===== src/rtl/rot_share_arb.sv =====
// Two-requester round-robin arbiter sharing one rotate-left/right datapath,
// with a single registered result stage and saturating per-requester grant counters.
module rot_share_arb #(
  parameter int W  = 32,
  parameter int SW = 5,
  parameter int CW = 16
) (
  input  logic          clk,
  input  logic          rst_n,
  input  logic          req0_valid,
  output logic          req0_ready,
  input  logic [W-1:0]  req0_data,
  input  logic          req0_dir,
  input  logic [SW-1:0] req0_amt,
  input  logic          req1_valid,
  output logic          req1_ready,
  input  logic [W-1:0]  req1_data,
  input  logic          req1_dir,
  input  logic [SW-1:0] req1_amt,
  output logic          res_valid,
  input  logic          res_ready,
  output logic [W-1:0]  res_data,
  output logic          res_id,
  output logic [CW-1:0] gnt_cnt0,
  output logic [CW-1:0] gnt_cnt1
);

  logic          last_grant;
  logic          can_accept;
  logic          grant0;
  logic          grant1;
  logic          acc0;
  logic          acc1;
  logic [W-1:0]  rot_in;
  logic          rot_dir;
  logic [SW-1:0] rot_amt;
  logic [W-1:0]  rot_out;
  logic [2*W-1:0] dbl;
  logic [2*W-1:0] shl;
  logic [2*W-1:0] shr;

  // A result leaving this cycle frees the register for a new one in the same cycle.
  assign can_accept = !res_valid || res_ready;

  // NOTE: every signal assigned in always_comb gets a default first so no latch is inferred.
  always_comb begin
    grant0 = 1'b0;
    grant1 = 1'b0;
    unique case ({req1_valid, req0_valid})
      2'b01:   grant0 = 1'b1;
      2'b10:   grant1 = 1'b1;
      2'b11: begin
        grant0 = last_grant;
        grant1 = !last_grant;
      end
      default: ;
    endcase
  end

  assign req0_ready = grant0 && can_accept;
  assign req1_ready = grant1 && can_accept;
  assign acc0       = req0_valid && req0_ready;
  assign acc1       = req1_valid && req1_ready;

  assign rot_in  = grant1 ? req1_data : req0_data;
  assign rot_dir = grant1 ? req1_dir  : req0_dir;
  assign rot_amt = grant1 ? req1_amt  : req0_amt;

  // Rotation as a shift of the operand concatenated with itself; the wanted window
  // is the upper half for left and the lower half for right.
  assign dbl     = {rot_in, rot_in};
  assign shl     = dbl << rot_amt;
  assign shr     = dbl >> rot_amt;
  assign rot_out = rot_dir ? shr[W-1:0] : shl[2*W-1:W];

  // NOTE: sequential state uses non-blocking assignments so all registers update together.
  always_ff @(posedge clk) begin
    if (!rst_n) begin
      res_valid  <= 1'b0;
      res_data   <= '0;
      res_id     <= 1'b0;
      last_grant <= 1'b1;
      gnt_cnt0   <= '0;
      gnt_cnt1   <= '0;
    end else if (acc0 || acc1) begin
      res_valid  <= 1'b1;
      res_data   <= rot_out;
      res_id     <= acc1;
      last_grant <= acc1;
      if (acc0 && gnt_cnt0 != {CW{1'b1}}) gnt_cnt0 <= gnt_cnt0 + CW'(1);
      if (acc1 && gnt_cnt1 != {CW{1'b1}}) gnt_cnt1 <= gnt_cnt1 + CW'(1);
    end else if (res_valid && res_ready) begin
      res_valid <= 1'b0;
    end
  end

endmodule


===== config.mk =====
export PLATFORM = sky130hd
export DESIGN_NAME = rot_share_arb
export DESIGN_NICKNAME = d
export VERILOG_FILES = /design/src/rtl/rot_share_arb.sv
export SDC_FILE = /design/constraint.sdc
export NUM_CORES = 1
export LEC_CHECK = 0
export ABC_AREA = 1
export CAP_MARGIN = 20
export CORE_MARGIN = 10
export CORE_UTILIZATION = 30
export DETAILED_ROUTE_END_ITERATION = 8
export PLACE_DENSITY_LB_ADDON = 0.25
export SYNTH_ARGS = -nofsm -noshare
export SYNTH_HDL_FRONTEND = slang
export SYNTH_SLANG_ARGS = --single-unit

===== constraint.sdc =====
create_clock -name clk -period 2.63 [get_ports clk]
set_clock_uncertainty 0.05 [all_clocks]
set_input_delay 0.3945 -clock clk [delete_from_list [all_inputs] [get_ports clk]]
set_output_delay 0.3945 -clock clk [all_outputs]
set_load 0.1 [all_outputs]

; ---- Word level (Yosys, flattened, before mapping)
; Index checks and enable logic that the tools add are counted.
[totals]
regBits = 67
inputBits = 81
[op_classes]
addsub = 2
eq_ne = 5
shifts = 2
n_mux = 8
n_reduce_logical = 14
[ops]
columns = cell, n
row1 = $mux W32, 2
row2 = $shl A64 B5 Y64, 1
row3 = $shr A64 B5 Y32, 1
row4 = $add A16 B1 Y16 const B, 2
row5 = $ne A16 B16 Y1 const B, 2
row6 = $logic_and A1 B1 Y1, 7
row7 = $mux W5, 1
row8 = $eq A2 B2 Y1 const B, 2
row9 = $pmux W1 S2, 2
row10 = $reduce_and A2 Y1, 2
row11 = $mux W1, 3
row12 = $eq A2 B1 Y1 const B, 1
row13 = $logic_not A1 Y1, 2
row14 = $logic_or A1 B1 Y1, 2
row15 = $reduce_bool A2 Y1, 1

; ---- Logic depth before layout (Yosys ltp)
[logic_depth]
ltp_word = 6
ltp_mapped = 16
depth_no_buf = 14

; ---- Least setup slack after synthesis
; No wires, ideal clock.
[synth_path]
path_type = flip-flop to flip-flop
from = reg res_valid
to = reg gnt_cnt0[15]
setup_time_ns = 0.119
arrival_time_ns = 2.562
path_slack_ns = -0.101
stages_incl_launch_ff = 13
path_buffers = 1
path_cell_list = dfxtp_1 > nand2_1 > and3_1 > buf_2 > nand2_1 > nand2_2 > nand3b_1 > nor2_1 > nand3_1 > nor2_1 > inv_1 > o21ai_0 > nor2_1
[synth_between]
elab_chain_len = 6
[synth_rtl]
columns = item, line
row1 = from (decl), 20  ; output logic res_valid,
row2 = from (signal assigned), 79  ; res_valid <= 1'b0;
row3 = from (signal assigned), 86  ; res_valid <= 1'b1;
row4 = from (signal assigned), 93  ; res_valid <= 1'b0;
row5 = $logic_not A1 Y1 *, 43  ; assign can_accept = !res_valid || res_ready;
row6 = $logic_or A1 B1 Y1 *, 43
row7 = $logic_and A1 B1 Y1 *, 60  ; assign req0_ready = grant0 && can_accept;
row8 = net req0_ready, 11  ; output logic req0_ready,
row9 = $logic_and A1 B1 Y1 *, 62  ; assign acc0 = req0_valid && req0_ready;
row10 = $logic_or A1 B1 Y1 / $logic_and A1 B1 Y1 (equally long branches), "85, 90"
row11 = $reduce_and A2 Y1 (no line) *, --
row12 = to (signal assigned), 90  ; if (acc0 && gnt_cnt0 != {CW{1'b1}}) gnt_cnt0 <= gnt_cnt0 + CW'(1);
row13 = to (decl), 24  ; output logic [CW-1:0] gnt_cnt0,
; The timed path passes the listed nets; every way through them passes the cells marked *.
; A chain may end at the register's enable or synchronous reset.

; ---- Worst setup path in the final report
[layout_path]
from = reg last_grant
to = reg res_data[29]
[layout_between]
elab_chain_len = 5
[layout_rtl]
columns = item, line
row1 = from (decl), 28  ; logic last_grant;
row2 = from (signal assigned), 82  ; last_grant <= 1'b1;
row3 = from (signal assigned), 89  ; last_grant <= acc1;
row4 = $logic_not A1 Y1, 54  ; grant1 = !last_grant;
row5 = $pmux W1 S2, 49  ; unique case ({req1_valid, req0_valid})
row6 = $mux W32 (tied with other cells), 65  ; assign rot_in = grant1 ? req1_data : req0_data;
row7 = $shl A64 B5 Y64 (tied with other cells), 72  ; assign shl = dbl << rot_amt;
row8 = $mux W32 / $logic_or A1 B1 Y1 (equally long branches), "74, 85"
row9 = to (signal assigned), 87  ; res_data <= rot_out;
row10 = to (decl), 22  ; output logic [W-1:0] res_data,
; Several ways; a longest one is shown, not always the timed one.

==> results by group <==
Power
  • P_sw: approximately 2.7 mW
  • Gate power share: 57.4%
  • Power Total: between 5 and 6 mW
  • Leakage: 4.82 nW
  • Worst VDD drop: between 0.3 and 0.4 mV
  • Clock power frac: around a fifth
  • Internal power: ~2.7 mW
  • Pwr/cell area: around 570 mW/mm^2
  • Sw Ratio: between 40% and 50%
  • Share of power burned in registers: between 20% and 30%

Worst setup path
  • Worst path slowest cell: dfxtp_1
  • Max FO, Critical Path: 26
  • Cells along the critical path: inv_1 -> nand2_2 -> buf_12 -> nand3_1 -> nand2_1 -> buf_4 -> nand2_1 -> nand3_1 -> nand3_1 -> nand3_1 -> nand2_1 -> nand2_1 -> nand3_1 -> nand3_1 -> nand2_1 -> inv_1
  • Crit path required time: around 2.8 ns
  • Kind of critical path: reg2reg
  • Crit path largest cell delay: 0.34 ns
  • Worst EP arrival: about 2.5 ns
  • CP startpoint kind: flop
  • Setup crit end kind: flop
  • CP dominant cell by count: nand3_1

Routing
  • Detailed-route wire length: a little over 30 mm
  • Starting DRT DRC Count: between 1000 and 1500
  • Post-route ant nets: 0
  • Post-route DRC: 0
  • Vias: about 9500
  • Routed len/inst: 17.0 um
  • Via/cell ratio: 5.29
  • Initial DRT Pass Iterations: 8

Yosys
  • Avg Cell Area, Syn: 5.29 um^2
  • Synth Area in Simple Gates: between 60% and 70%
  • YS warnings: 0
  • Area leader, netlist: nand3_1
  • Syn nets: between 1000 and 1500
  • Post-synthesis mux area share: 0%
  • Sequential element share of the synthesized area: 19.1%
  • Top FF cell, synth: dfxtp_1
  • Synth Area in Adders: less than 1%
  • Largest family of logic cells by synthesized area: simple AND/OR/NAND/NOR gates
  • Synth top area share: 37.4%
  • Post-synthesis compound-gate area fraction: approximately 6.8%
  • Distinct cell type count after synthesis: 30
  • Register bit count reported by yosys: 67
  • Most instantiated cells after synthesis: 525 x nand3_1, 395 x nand2_1, 108 x inv_1
  • Leading cell type by number of instances after synthesis: nand3_1
  • Synth top area cells: nand3_1 37%, nand2_1 21%, dfxtp_1 19%, inv_1 5.8%, o21ai_0 3.7%
  • Share of flip-flops with an asynchronous set or reset: 0%
  • Netlist Area Pre-Place: between 0.007 and 0.008 mm^2
  • Mapped Cells: ~1300
  • Post-synth EDFFs: 0
  • Post-Synth XOR/XNOR Area: less than 1%

Placement
  • Post-placement cell area: just over 0.009 mm^2
  • Pre-CTS WS: -0.239 ns
  • GPL Wtd Cong: 0.985
  • IO buf count: about 150
  • Hpwl dp: 24.3 mm

CTS
  • CTS max path bufs: 2
  • Root Buffer: clkbuf_16
  • Reg clk slew, reported paths: 0.06 ns
  • CTS tree: yes
  • CTS sink count: 67
  • Clock Latency Late Sink: between 0.3 and 0.4 ns
  • H-Tree Depth: 3
  • Cts bufs inserted: 9
  • Hold_buf cts: 0

Global route
  • GRT Total Usage: 19.7%
  • First-pass GRT wire length: about 48 mm
  • Pin count of the biggest net entering global routing: between 60 and 70
  • Total global routing overflow: 0
  • Antenna violations before repair: 0
  • Vias in the first global route: 8890

Floorplanning
  • I/O pin count: roughly 150
  • Die area: ~0.03 mm^2
  • Chip height: between 150 and 200 um
  • Chip width: 173 um
  • Core area: 0.0228 mm^2
  • Row count: 55
  • Starting Density: between 30% and 40%

Timing
  • Final setup viols: 0
  • Tmin final: approximately 2.3 ns
  • Fmax: 433 MHz
  • Final WS setup: ~0.32 ns
  • Slew HR: 65.8%
  • Final Hold Fails: 0
  • Period utilisation layout: 87.8%
  • RSZ-0062 raised after global routing: false
  • Least-Margin Pin Slew: about 0.51 ns
  • TNS Setup: 0 ns
  • Hold_ws: roughly 0.42 ns
  • Max-slew violations: 0

Cells and area
  • Area growth, synth to finish: 36.4%
  • Multi-input gate area: approximately 0.0049 mm^2
  • Final net count: between 1500 and 2000
  • # diodes: 0
  • Fillers: 2480
  • Final Cell Area: about 0.0096 mm^2
  • Layout cells sized above 1: 12.8%
  • Register area: approximately 0.0013 mm^2

Hold path
  • Hold Path Class: reg2reg

Flow run
  • Number of max-cap violations: 0

Outcome
  • Outcome: finished clean
logic make-up (layout without fill, tap and decap cells):
family          after synthesis  after routing
compound gates               87             87
flops                        67             67
xor+xnor                      1              1
simple gates                969            969
buf+inv                     202            361
fa+ha+maj                     2              2
critical path: cells and delay by family, from the launching register on:
family	cells	cell delay [ns]
buf+inv	4	0.49
flops	1	0.34
simple gates	12	1.31
state kept, by name, summed over array words and instances, names as in the netlist:
name	cells
last_grant	1
res_id	1
res_valid	1
gnt_cnt0	16
res_data	32
gnt_cnt1	16
through the flow:
step | cells | utilization (%)
after floorplan | 1328 | -
after global placement | 1783 | 40.6
after detailed placement | 1783 | 40.6
after CTS | 1799 | 41.8
after global routing | 1800 | 42.0
final | 1800 | 42.0
repair_timing:
item / 4_1_cts / 5_1_grt
endpoints found under the setup margin: 0 / 27
resized for setup: 0 / 5
buffers inserted: 0 / 1
power groups by stage:
stage / Combinational, mW / Clock (mW) / Sequential [mW]
after floorplan: 1.50 / 0 / 1.76
after global placement: 3.08 / 0 / 1.19
after detailed placement: 3.08 / 0 / 1.19
after CTS: 3.09 / 1.17 / 1.17
after global routing: 3.39 / 1.22 / 1.18
final: 3.12 / 1.14 / 1.17
final cells by class:
cell class,instances,area share (%)
multi-input combinational,1059,51.4
timing repair buffer,231,23.2
sequential,67,14.0
inverter,114,4.46
tap,313,4.08
clock buffer,9,2.35
clock inverter,7,0.522
per-layer routing:
layer	global-route usage (%)	share of wire, %	wire (um)	vias up
met2	31.9	46	14000	424
met4	9.05	4.6	1410	0
li1	-	-	-	4772
met3	3.49	6.7	2050	88
met5	0	0	0	-
met1	24.9	43	13200	4242
placed cells by master, fill, tap and decap left out:
| cell type | synthesis | routed |
|---|---|---|
| nor3b_2 | 1 | 1 |
| nand3b_1 | 3 | 3 |
| nand4_1 | 5 | 5 |
| dlymetal6s2s_1 | 0 | 2 |
| o21ai_0 | 52 | 50 |
| o21ba_2 | 1 | 1 |
| a21oi_4 | 1 | 1 |
| dfxtp_1 | 67 | 67 |
| nand3_1 | 525 | 524 |
| clkinv_2 | 0 | 3 |
| buf_12 | 0 | 23 |
| clkbuf_16 | 0 | 9 |
| or2_2 | 1 | 1 |
| clkinv_4 | 0 | 2 |
| inv_2 | 6 | 6 |
| a221oi_1 | 1 | 1 |
| buf_4 | 2 | 128 |
| o21ai_4 | 0 | 3 |
| a211oi_1 | 3 | 3 |
| a31oi_1 | 3 | 3 |
| o21a_1 | 3 | 3 |
| nor2_1 | 22 | 22 |
| nand2_1 | 395 | 391 |
| nor3_1 | 11 | 11 |
| xnor2_1 | 1 | 1 |
| and3_1 | 2 | 2 |
| nand3_2 | 0 | 1 |
| inv_6 | 0 | 2 |
| ha_1 | 2 | 2 |
| o211ai_1 | 1 | 1 |
| inv_1 | 108 | 108 |
| nor3_2 | 1 | 1 |
| nand2_2 | 3 | 7 |
| clkdlybuf4s50_1 | 0 | 78 |
| a21oi_1 | 20 | 20 |
| o21ai_2 | 0 | 1 |
final timing paths:
kind	slack [ns]	from	endpoint	cells past startpoint
hold reg to reg	0.42	res_id	res_id	2
setup / recovery	0.32	last_grant	res_data[29]	16
hold / removal	0.42	res_id	res_id	2
setup reg to reg	0.32	last_grant	res_data[29]	16
Power figures use the tool's default switching activity.
